[src/rtl/p3p_pkg.sv]
`default_nettype none
// +--------------------------------------------------------------------+
// | p3p_pkg                                                            |
// | Shared widths and the gdp_scheduler state encoding.               |
// | Revision: 1.0                                                      |
// +--------------------------------------------------------------------+
package p3p_pkg;

  localparam int DATA_W = 16;

  typedef enum logic [1:0] {
    IDLE  = 2'd0,
    ISSUE = 2'd1,
    DRAIN = 2'd2
  } gdp_sched_state_t;

endpackage
`default_nettype wire

[src/rtl/gdp_obs_buf.sv]
`default_nettype none
// +--------------------------------------------------------------------+
// | gdp_obs_buf                                                        |
// | Observation register file: synchronous write, asynchronous read.   |
// | Revision: 1.0                                                      |
// +--------------------------------------------------------------------+
module gdp_obs_buf
  import p3p_pkg::*;
#(
  parameter int N_COMP = 39,
  parameter int AW     = $clog2(N_COMP)
) (
  input  logic              clk,
  input  logic              i_idle,
  input  logic              i_wr,
  input  logic [AW-1:0]     i_waddr,
  input  logic [DATA_W-1:0] i_wdata,
  input  logic [AW-1:0]     i_raddr,
  output logic [DATA_W-1:0] o_rdata
);

  logic [DATA_W-1:0] r_mem [N_COMP];
  logic              w_we;

  // Writes only land while idle so the vector is frozen for a whole scoring run.
  assign w_we = i_wr & i_idle & ({1'b0, i_waddr} < (AW+1)'(N_COMP));

  always_ff @(posedge clk) begin
    if (w_we) r_mem[i_waddr] <= i_wdata;
  end

  assign o_rdata = r_mem[i_raddr];

endmodule
`default_nettype wire

[src/rtl/gdp_scheduler.sv]
`default_nettype none
// +--------------------------------------------------------------------+
// | gdp_scheduler                                                      |
// | Streams the observation vector through gdp once per HMM state and  |
// | collects the per-state ln(P) results in order.                     |
// | Revision: 1.0                                                      |
// +--------------------------------------------------------------------+
module gdp_scheduler
  import p3p_pkg::*;
#(
  parameter int N_COMP   = 39,
  parameter int N_STATES = 8,
  localparam int CW = $clog2(N_COMP),
  localparam int SW = (N_STATES > 1) ? $clog2(N_STATES) : 1,
  localparam int PW = $clog2(N_STATES * N_COMP)
) (
  input  logic              clk,
  input  logic              reset,
  input  logic              obs_wr,
  input  logic [CW-1:0]     obs_addr,
  input  logic [DATA_W-1:0] obs_data,
  input  logic              start,
  output logic [PW-1:0]     param_addr,
  output logic [SW-1:0]     k_addr,
  input  logic [DATA_W-1:0] mean_in,
  input  logic [DATA_W-1:0] omega_in,
  input  logic [DATA_W-1:0] k_in,
  output logic [DATA_W-1:0] x,
  output logic [DATA_W-1:0] mean,
  output logic [DATA_W-1:0] omega,
  output logic [DATA_W-1:0] k,
  output logic              first_calc,
  output logic              last_calc,
  input  logic [DATA_W-1:0] ln_p,
  input  logic              data_ready,
  output logic              busy,
  output logic              result_valid,
  output logic [SW-1:0]     result_state,
  output logic [DATA_W-1:0] result_data,
  output logic              done
);

  gdp_sched_state_t r_state, w_state_nxt;

  logic [SW-1:0]     r_s, r_r;
  logic [CW-1:0]     r_c;
  logic [PW-1:0]     r_pa;
  logic              w_issue, w_idle, w_start, w_c_wrap, w_s_last, w_accept, w_r_last;

  logic              r_iss_v, r_iss_first, r_iss_last;
  logic [CW-1:0]     r_iss_c;
  logic [PW-1:0]     r_param_addr;
  logic [SW-1:0]     r_k_addr;

  logic              r_op_v, r_op_first, r_op_last;
  logic [DATA_W-1:0] r_op_x;
  logic [DATA_W-1:0] w_obs_rd;

  logic              r_busy, r_result_valid, r_done;
  logic [SW-1:0]     r_result_state;
  logic [DATA_W-1:0] r_result_data;

  assign w_idle   = (r_state == IDLE);
  assign w_issue  = (r_state == ISSUE);
  assign w_start  = w_idle & start;
  assign w_c_wrap = (r_c == CW'(N_COMP - 1));
  assign w_s_last = (r_s == SW'(N_STATES - 1));
  assign w_accept = data_ready & ~w_idle;
  assign w_r_last = (r_r == SW'(N_STATES - 1));

  gdp_obs_buf #(
    .N_COMP (N_COMP),
    .AW     (CW)
  ) u_obs_buf (
    .clk     (clk),
    .i_idle  (w_idle),
    .i_wr    (obs_wr),
    .i_waddr (obs_addr),
    .i_wdata (obs_data),
    .i_raddr (r_iss_c),
    .o_rdata (w_obs_rd)
  );

  always_comb begin
    w_state_nxt = r_state;
    case (r_state)
      IDLE:    if (start) w_state_nxt = ISSUE;
      ISSUE:   if (w_c_wrap && w_s_last) w_state_nxt = DRAIN;
      DRAIN:   if (r_done) w_state_nxt = IDLE;
      default: w_state_nxt = IDLE;
    endcase
  end

  // FSM and s/c counters; r_pa tracks s*N_COMP+c without a multiplier.
  always_ff @(posedge clk or negedge reset) begin
    if (!reset) begin
      r_state <= IDLE;
      r_s     <= '0;
      r_c     <= '0;
      r_pa    <= '0;
    end else begin
      r_state <= w_state_nxt;
      if (w_start) begin
        r_s  <= '0;
        r_c  <= '0;
        r_pa <= '0;
      end else if (w_issue) begin
        if (w_c_wrap) begin
          r_c <= '0;
          r_s <= w_s_last ? '0 : r_s + 1'b1;
        end else begin
          r_c <= r_c + 1'b1;
        end
        r_pa <= (w_c_wrap && w_s_last) ? '0 : r_pa + 1'b1;
      end
    end
  end

  // Two-stage alignment: addresses out, then operands meet the 1-cycle ROM data.
  always_ff @(posedge clk or negedge reset) begin
    if (!reset) begin
      r_iss_v      <= 1'b0;
      r_iss_first  <= 1'b0;
      r_iss_last   <= 1'b0;
      r_iss_c      <= '0;
      r_param_addr <= '0;
      r_k_addr     <= '0;
      r_op_v       <= 1'b0;
      r_op_first   <= 1'b0;
      r_op_last    <= 1'b0;
      r_op_x       <= '0;
    end else begin
      r_iss_v      <= w_issue;
      r_iss_first  <= w_issue && (r_c == '0);
      r_iss_last   <= w_issue && w_c_wrap;
      r_iss_c      <= w_issue ? r_c : '0;
      r_param_addr <= w_issue ? r_pa : '0;
      r_k_addr     <= w_issue ? r_s : '0;
      r_op_v       <= r_iss_v;
      r_op_first   <= r_iss_first;
      r_op_last    <= r_iss_last;
      r_op_x       <= r_iss_v ? w_obs_rd : '0;
    end
  end

  // Results are counted by strobe, so gdp latency does not matter here.
  always_ff @(posedge clk or negedge reset) begin
    if (!reset) begin
      r_r            <= '0;
      r_busy         <= 1'b0;
      r_result_valid <= 1'b0;
      r_done         <= 1'b0;
      r_result_state <= '0;
      r_result_data  <= '0;
    end else begin
      r_busy         <= ~w_idle && (w_state_nxt != IDLE);
      r_result_valid <= w_accept;
      r_done         <= w_accept && w_r_last;
      if (w_start) begin
        r_r <= '0;
      end else if (w_accept) begin
        r_result_data  <= ln_p;
        r_result_state <= r_r;
        r_r            <= w_r_last ? '0 : r_r + 1'b1;
      end
    end
  end

  assign param_addr   = r_param_addr;
  assign k_addr       = r_k_addr;
  assign x            = r_op_x;
  assign mean         = r_op_v ? mean_in : '0;
  assign omega        = r_op_v ? omega_in : '0;
  assign k            = r_op_last ? k_in : '0;
  assign first_calc   = r_op_first;
  assign last_calc    = r_op_last;
  assign busy         = r_busy;
  assign result_valid = r_result_valid;
  assign result_state = r_result_state;
  assign result_data  = r_result_data;
  assign done         = r_done;

endmodule
`default_nettype wire
[config.mk]
export PLATFORM = sky130hd
export DESIGN_NAME = gdp_scheduler
export DESIGN_NICKNAME = d
export VERILOG_FILES = /design/src/rtl/p3p_pkg.sv /design/src/rtl/gdp_obs_buf.sv /design/src/rtl/gdp_scheduler.sv
export SDC_FILE = /design/constraint.sdc
export NUM_CORES = 1
export LEC_CHECK = 0
export BUFFER_PORTS_ARGS = -buffer_cell sky130_fd_sc_hd__buf_2
export CAP_MARGIN = 40
export CORE_MARGIN = 2
export CORE_UTILIZATION = 50
export DETAILED_ROUTE_END_ITERATION = 7
export PLACE_DENSITY = 0.77
export SYNTH_ARGS = -nofsm -noshare
export SYNTH_HDL_FRONTEND = slang
export SYNTH_HIERARCHICAL = 1
export SYNTH_SLANG_ARGS = --single-unit
[constraint.sdc]
create_clock -name clk -period 2.5 [get_ports clk]
set_input_delay 0.25 -clock clk [delete_from_list [all_inputs] [get_ports clk]]
set_output_delay 0.25 -clock clk [all_outputs]
set_load 0.1 [all_outputs]
==> results of run 1 <==
-- kinds of logic (layout without fill, tap and decap cells) --
family | count (synthesis) | after routing | share of synthesized area (%)
other | 0 | 4 | 0
AO/OA/AOI/OAI | 247 | 247 | 7.12
XOR/XNOR | 1 | 1 | 0.0309
AND/OR/NAND/NOR | 278 | 278 | 4.85
multiplexers | 308 | 308 | 11.7
buffers and inverters | 101 | 435 | 2.35
flip-flops | 709 | 709 | 73.6
adder cells (fa/ha/maj) | 8 | 8 | 0.353
-- metal layers --
metal	vias to the layer above	global-route usage, %	routed length [um]
met4	4	6.03	1550
met2	816	35.9	31500
li1	7019	-	-
met3	96	4.63	5780
met5	-	0	28
met1	8261	31.3	27500
-- sequential cells by signal, indices dropped and copies added, names as in the netlist, 6 cells and up --
name,flops
param_addr,9
x,16
r_pa,9
result_data,16
u_obs_buf/r_mem,624
r_iss_c,6
r_c,6
-- worst min-delay path, cell delays in order --
cell and delay, ns:
buf_2 0.09, a21oi_1 0.10, nand2_1 0.08, o31ai_1 0.07
-- cell type report --
type	instances	area, um^2
clock inverters	35	340
flip-flops and latches	709	20900
diodes	4	10.0
well taps	756	946
fillers	4039	23000
inverters	5	18.8
repair buffers	302	2210
clock buffers	93	1990
multi-input cells	842	6900
-- report_power, final --
part / internal (W) / switching, W / total, W
logic: 0.00463 / 0.00800 / 0.0126
registers: 0.0134 / 0.000537 / 0.0139
clock network: 0.00625 / 0.00433 / 0.0106
total: 0.0243 / 0.0129 / 0.0371
-- stage by stage --
step | power (W) | utilization, % | setup WS, ns | hold slack (ns)
after floorplan | 0.0231 | - | 0.160 | -0.0456
after global placement | 0.0262 | 54.5 | -0.0237 | 0.151
after detailed placement | 0.0264 | 54.5 | -0.0611 | 0.157
after CTS | 0.0370 | 59.0 | 0.0299 | 0.00543
after global routing | 0.0383 | 59.1 | -0.000671 | 0.0225
final | 0.0371 | 59.2 | 0.0478 | 0.0363
-- final timing paths --
kind / start / endpoint / cells past startpoint
setup reg to reg: r_iss_c[0] / x[2] / 8
setup / recovery: r_iss_c[0] / x[2] / 8
hold / removal: start / r_r[0] / 4
max in group asynchronous: reset / r_iss_c[0] / 3
min in group asynchronous: reset / result_data[0] / 2
hold reg to reg: r_iss_last / last_calc / 0
-- cells in the final DEF, fill, tap and decap left out, types with 3 or more instances in the layout --
cell type and count:
a21oi_1 40, a221oi_1 11, a221oi_2 19, a22o_1 37, a22oi_1 64, a31oi_1 10
a41oi_1 3, and2_1 79, and3_1 5, buf_12 26, buf_2 189, buf_4 67
bufinv_16 6, clkbuf_1 13, clkbuf_16 75, clkbuf_8 5, clkinv_1 13, clkinv_2 9
dfrtp_1 83, diode_2 4, dlygate4sd3_1 17, edfxtp_1 624, ha_1 8, inv_1 5
inv_6 4, mux2_2 18, mux2i_1 272, mux4_2 16, nand2_1 106, nand2b_1 7
nand3_1 7, nand3b_1 4, nor2_1 48, nor2b_1 3, o21ai_0 22, o22ai_1 14
o41ai_2 16, or2_2 3
-- timing repair --
action	in CTS	in global routing
buffers inserted	2	2
endpoints found under the setup margin	3	205
resized for setup	1	12
pin swaps	0	2
hold buffers	17	0
endpoints found under the hold margin	101	0
gates cloned	0	0
==> run_results.csv, run 1 <==
group,metric,value,unit
status,outcome,"finished clean",
synth,syn_inst,1652,
worst_setup_path,path_delay_family,"compound AO/OA/AOI/OAI gates",
synth,yosysUniqueCellTypes,51,
worst_setup_path,slowest_stage,"dfrtp_4",
worst_setup_path,endpoint_kind,"register",
sta,relSlewSlack,35.6,%
final_layout,drive_above_1_share,24.3,%
worst_setup_path,max_stage_delay,0.57,ns
synth,ys.flop_type,"edfxtp_1",
synth,syn-cell-area,28400,um^2
clocking,cts_buffer_depth,3,
detailed_routing,drc_errors,0,
worst_setup_path,required,3.04,ns
clocking,clk_pin_slew,0.06,ns
synth,synth-seq-cells,709,
worst_setup_path,worstPathCellList,"buf_12 -> buf_4 -> mux2i_1 -> a22o_1 -> a221oi_1 -> o22ai_1 -> o41ai_2 -> and2_1",
sta,fin_crit_sh,98.1,%
final_layout,final_cell_count_no_fill,2746,
sta,worst_pin_slew,0.966,ns
pwr,ir_drop,1130,uV
grt,grt_usage,22.4,%
sta,tns,0,ns
synth,syn-num-nets,1751,
grt,grt.overflow.total,0,
clocking,cts_tree,"done",
clocking,root_buffer,"clkbuf_16",
clocking,cts.htree.levels,3,
pwr,leakagePower,12.3,nW
final_layout,final_nets,2029,
clocking,clk_latency,0.61,ns
synth,netlist_top_cells_count,"edfxtp_1, mux2i_1, nand2_1",
place,place_congestion,0.832,
synth,yosysWarnings,6,
detailed_routing,wirelength,66400,um
synth,synth_enable_flop_cells,624,
detailed_routing,ant_nets,0,
floorplan,num_io_pins,191,
place,placedCellCount,2593,
worst_setup_path,path_buf_inv,2,
floorplan,die_h,242,um
detailed_routing,drtIter0Drc,1794,
final_layout,final_cell_area,33300,um^2
flow_run,cap_violations,0,
hold_path,worstHoldPathType,"in2reg",
grt,grt_pass1_wl,99200,um
grt,grt_max_degree,65,
floorplan,coreArea,56300,um^2
sta,setup_violations,0,
worst_setup_path,r2r_slack,0.05,ns
detailed_routing,wl_per_cell,24.2,um
floorplan,start_util,50.4,%
sta,final_max_slew_viol_count,0,
clocking,cts.sinks,709,
worst_setup_path,critPathLaunchType,"register",
place,place_area,30700,um^2
synth,synthTopCellsByArea,"edfxtp_1, mux2i_1, dfrtp_1",
grt,grt_pass1_vias,16200,
sta,fmax,408,MHz
sta,period_minus_slack,2.45,ns
sta,hold_violations,0,
floorplan,dieArea,58600,um^2
pwr,p_per_area,1120,nW/um^2
detailed_routing,dr_total_vias,16200,
worst_setup_path,worst-endpoint-arrival,2.99,ns
floorplan,die-width,242,um
detailed_routing,drtPass1Iterations,7,
synth,synth.avg_cell_area,17.2,um^2
synth,synth-async-reset-ratio,12.0,%
synth,synth_top_area_share,66.1,%
place,hpwl,39300,um
final_layout,area_growth_syn_to_layout,17.4,%
synth,synth_seq_area_share,73.6,%
worst_setup_path,critPathKind,"reg2reg",
clocking,numCtsBuffers,70,
synth,synth_top_cell_by_area,"edfxtp_1",
detailed_routing,vias_per_cell,5.90,
place,io_buffers,190,
synth,yosysMostFrequentCell,"edfxtp_1",
floorplan,rows,87,
grt,antenna_found_initial,5,
worst_setup_path,crit_fanout,19,
sta,final.setup_skew,0.0229,ns
No activity file was read; power rests on OpenSTA's default activity.
==> inputs of run 2 (changes only) <==
- CORE_MARGIN: 2 -> unset
- PLACE_DENSITY: 0.77 -> 0.8
==> run 2 against run 1 <==
Against the previous run: the run now ends with negative setup slack left; clock skew rose by 0.0018 ns; highest routed layer is now met4; register-to-register slack lost 0.08 ns; die area shrank 1.6%; sequential share of layout area is 0.32 points lower; first-iteration DRC count increased by 5.6%.
==> run_results.csv, run 2 (synthesis gave the netlist of run 1 again) <==
group,metric,value,unit
status,outcome,"complete, but fails checks",
status,violations,"negative setup slack",
sta,final_max_slew_viol_count,0,
final_layout,drive_above_1_share,24.5,%
sta,hold_violations,0,
grt,antenna_found_initial,2,
grt,busiest_layer,"met2",
clocking,cts_tree,"done",
sta,relSlewSlack,34.5,%
clocking,cts.htree.levels,3,
hold_path,hold_start,"start",
final_layout,seq_area,20900,um^2
worst_setup_path,r2r-end,"u_obs_buf/r_mem[13][5]",
worst_setup_path,worstPathCellList,"nor2_1 -> nand2_1 -> nor3_1 -> nand3_1 -> nor2_1 -> buf_4",
floorplan,start_util,51.1,%
final_layout,final_nets,2039,
pwr,leakagePower,12.4,nW
worst_setup_path,worstRegToRegCells,6,
sta,fin_crit_sh,101,%
detailed_routing,wl_per_cell,25.6,um
detailed_routing,drtPass1Iterations,5,
hold_path,worstHoldPathType,"in2reg",
final_layout,area_growth_syn_to_layout,18.0,%
floorplan,coreArea,55500,um^2
pwr,p_per_area,1130,nW/um^2
clocking,numCtsBuffers,70,
sta,final.setup_skew,0.0247,ns
final_layout,largest_reg_flops,624,
clocking,root_buffer,"clkbuf_16",
grt,met1_usage,32.4,%
floorplan,dieArea,57700,um^2
final_layout,final_common_cell,"edfxtp_1",
worst_setup_path,critPathLaunchType,"register",
pwr,ir_drop,842,uV
floorplan,rows,86,
clocking,cts.sinks,709,
floorplan,num_io_pins,191,
grt,grt.met2_usage,39.0,%
place,place_congestion,0.885,
grt,grt_pass1_wl,101000,um
grt,grt_usage,24.1,%
sta,worst_slack,-0.0336,ns
final_layout,layout.core_utilization,60.3,%
final_layout,regMostFlops,"u_obs_buf/r_mem",
grt,grt_max_degree,49,
flow_run,cap_violations,0,
detailed_routing,wirelength,70200,um
final_layout,multiInputGateArea,6890,um^2
worst_setup_path,max_stage_delay,0.47,ns
detailed_routing,drc_errors,0,
sta,setup_violations,73,
detailed_routing,vias_per_cell,5.96,
place,io_buffers,190,
clocking,clk_latency,0.62,ns
sta,worst_pin_slew,0.982,ns
sta,fmax,395,MHz
final_layout,fill_cells,3924,
worst_setup_path,crit_fanout,16,
place,hpwl,41400,um
grt,grt_pass1_vias,16200,
detailed_routing,dr_total_vias,16300,
clocking,cts_buffer_depth,3,
worst_setup_path,crit_path_frequent_cell,"nor2_1",
detailed_routing,ant_nets,0,
hold_path,worstHoldPathCells,4,
grt,use_met3,4.63,%
place,dp_slack,0.0576,ns
worst_setup_path,endpoint_kind,"register",
worst_setup_path,worst-endpoint-arrival,2.82,ns
floorplan,die-width,240,um
sta,rsz0062_at_grt,"true",
grt,grt.overflow.total,0,
worst_setup_path,critPathKind,"reg2reg",
final_layout,layout_common_cells,"edfxtp_1, mux2i_1, buf_2",
worst_setup_path,r2r_slack,-0.03,ns
detailed_routing,drtIter0Drc,1894,
worst_setup_path,slowest_stage,"nand3_1",
worst_setup_path,rr_startpoint,"r_state[1]",
floorplan,die_h,240,um
clocking,clk_pin_slew,0.06,ns
sta,period_minus_slack,2.53,ns
worst_setup_path,required,2.79,ns
hold_path,whs_endpoint,"r_r[0]",
run 2: cell count changes in the layout (fill, tap and decap cells not counted), sizes merged, moves of 2 or more:
cell	previous run	this run
clkinvlp	2	0
buf	285	293
diode	4	1
clkbuf	93	96
bufinv	6	8
clkinv	23	21
run 2: report_power, final:
part	total (W)	switching, W	internal, W
combinational	0.0131	0.00838	0.00468
clock	0.0107	0.00430	0.00642
sequential	0.0139	0.000540	0.0134
total	0.0377	0.0132	0.0245
run 2: worst max path at each step:
stage	endpoint	slack, ns	from	cells after the start
6_report	u_obs_buf/r_mem[13][5]	-0.03	r_state[1]	6
5_1_grt	u_obs_buf/r_mem[29][8]	-0.08	r_state[1]	6
4_1_cts	x[14]	0.005	r_iss_c[0]	8
3_5_place_dp	x[14]	0.06	r_iss_c[0]	8
3_3_place_gp	x[14]	0.07	r_iss_c[0]	8
2_1_floorplan	u_obs_buf/r_mem[38][0]	0.16	r_state[0]	6
run 2: final cells by class:
type,instances,share of cell area [%]
antenna,1,0.00748
clock buffer,95,5.95
inverter,5,0.0561
tap,748,2.80
sequential,709,62.4
clock inverter,32,1.11
multi-input combinational,842,20.6
timing repair buffer,312,7.12
run 2: worst max-delay path: cells and delay by family, from the launching register on:
family / cells / cell delay [ns]
flops: 1 / 0.37
simple gates: 5 / 1.54
buf+inv: 1 / 0.30
run 2: layer usage:
metal	part of all wire (%)	vias up
li1	-	7024
met1	39	8240
met2	49	945
met3	9.5	136
met4	3.1	0
met5	0	-
run 2: per-stage QoR:
stage	cell area (um^2)	hold WS, ns	cells	TNS (ns)	power, W
2_1_floorplan	28400	-0.0456	1652	0	0.0231
5_1_grt	33500	0.0983	2743	-4.28	0.0388
3_5_place_dp	30800	0.269	2596	0	0.0266
6_report	33500	0.0893	2744	-1.41	0.0377
3_3_place_gp	30800	0.268	2596	0	0.0263
4_1_cts	33400	0.0491	2741	0	0.0375
run 2: what timing repair did:
action,CTS,global route
buffers inserted,0,1
gates cloned,1,1
endpoints found under the hold margin,56,0
pin swaps,0,3
resized for setup,3,7
hold buffers,17,0
setup endpoints to repair,1,354
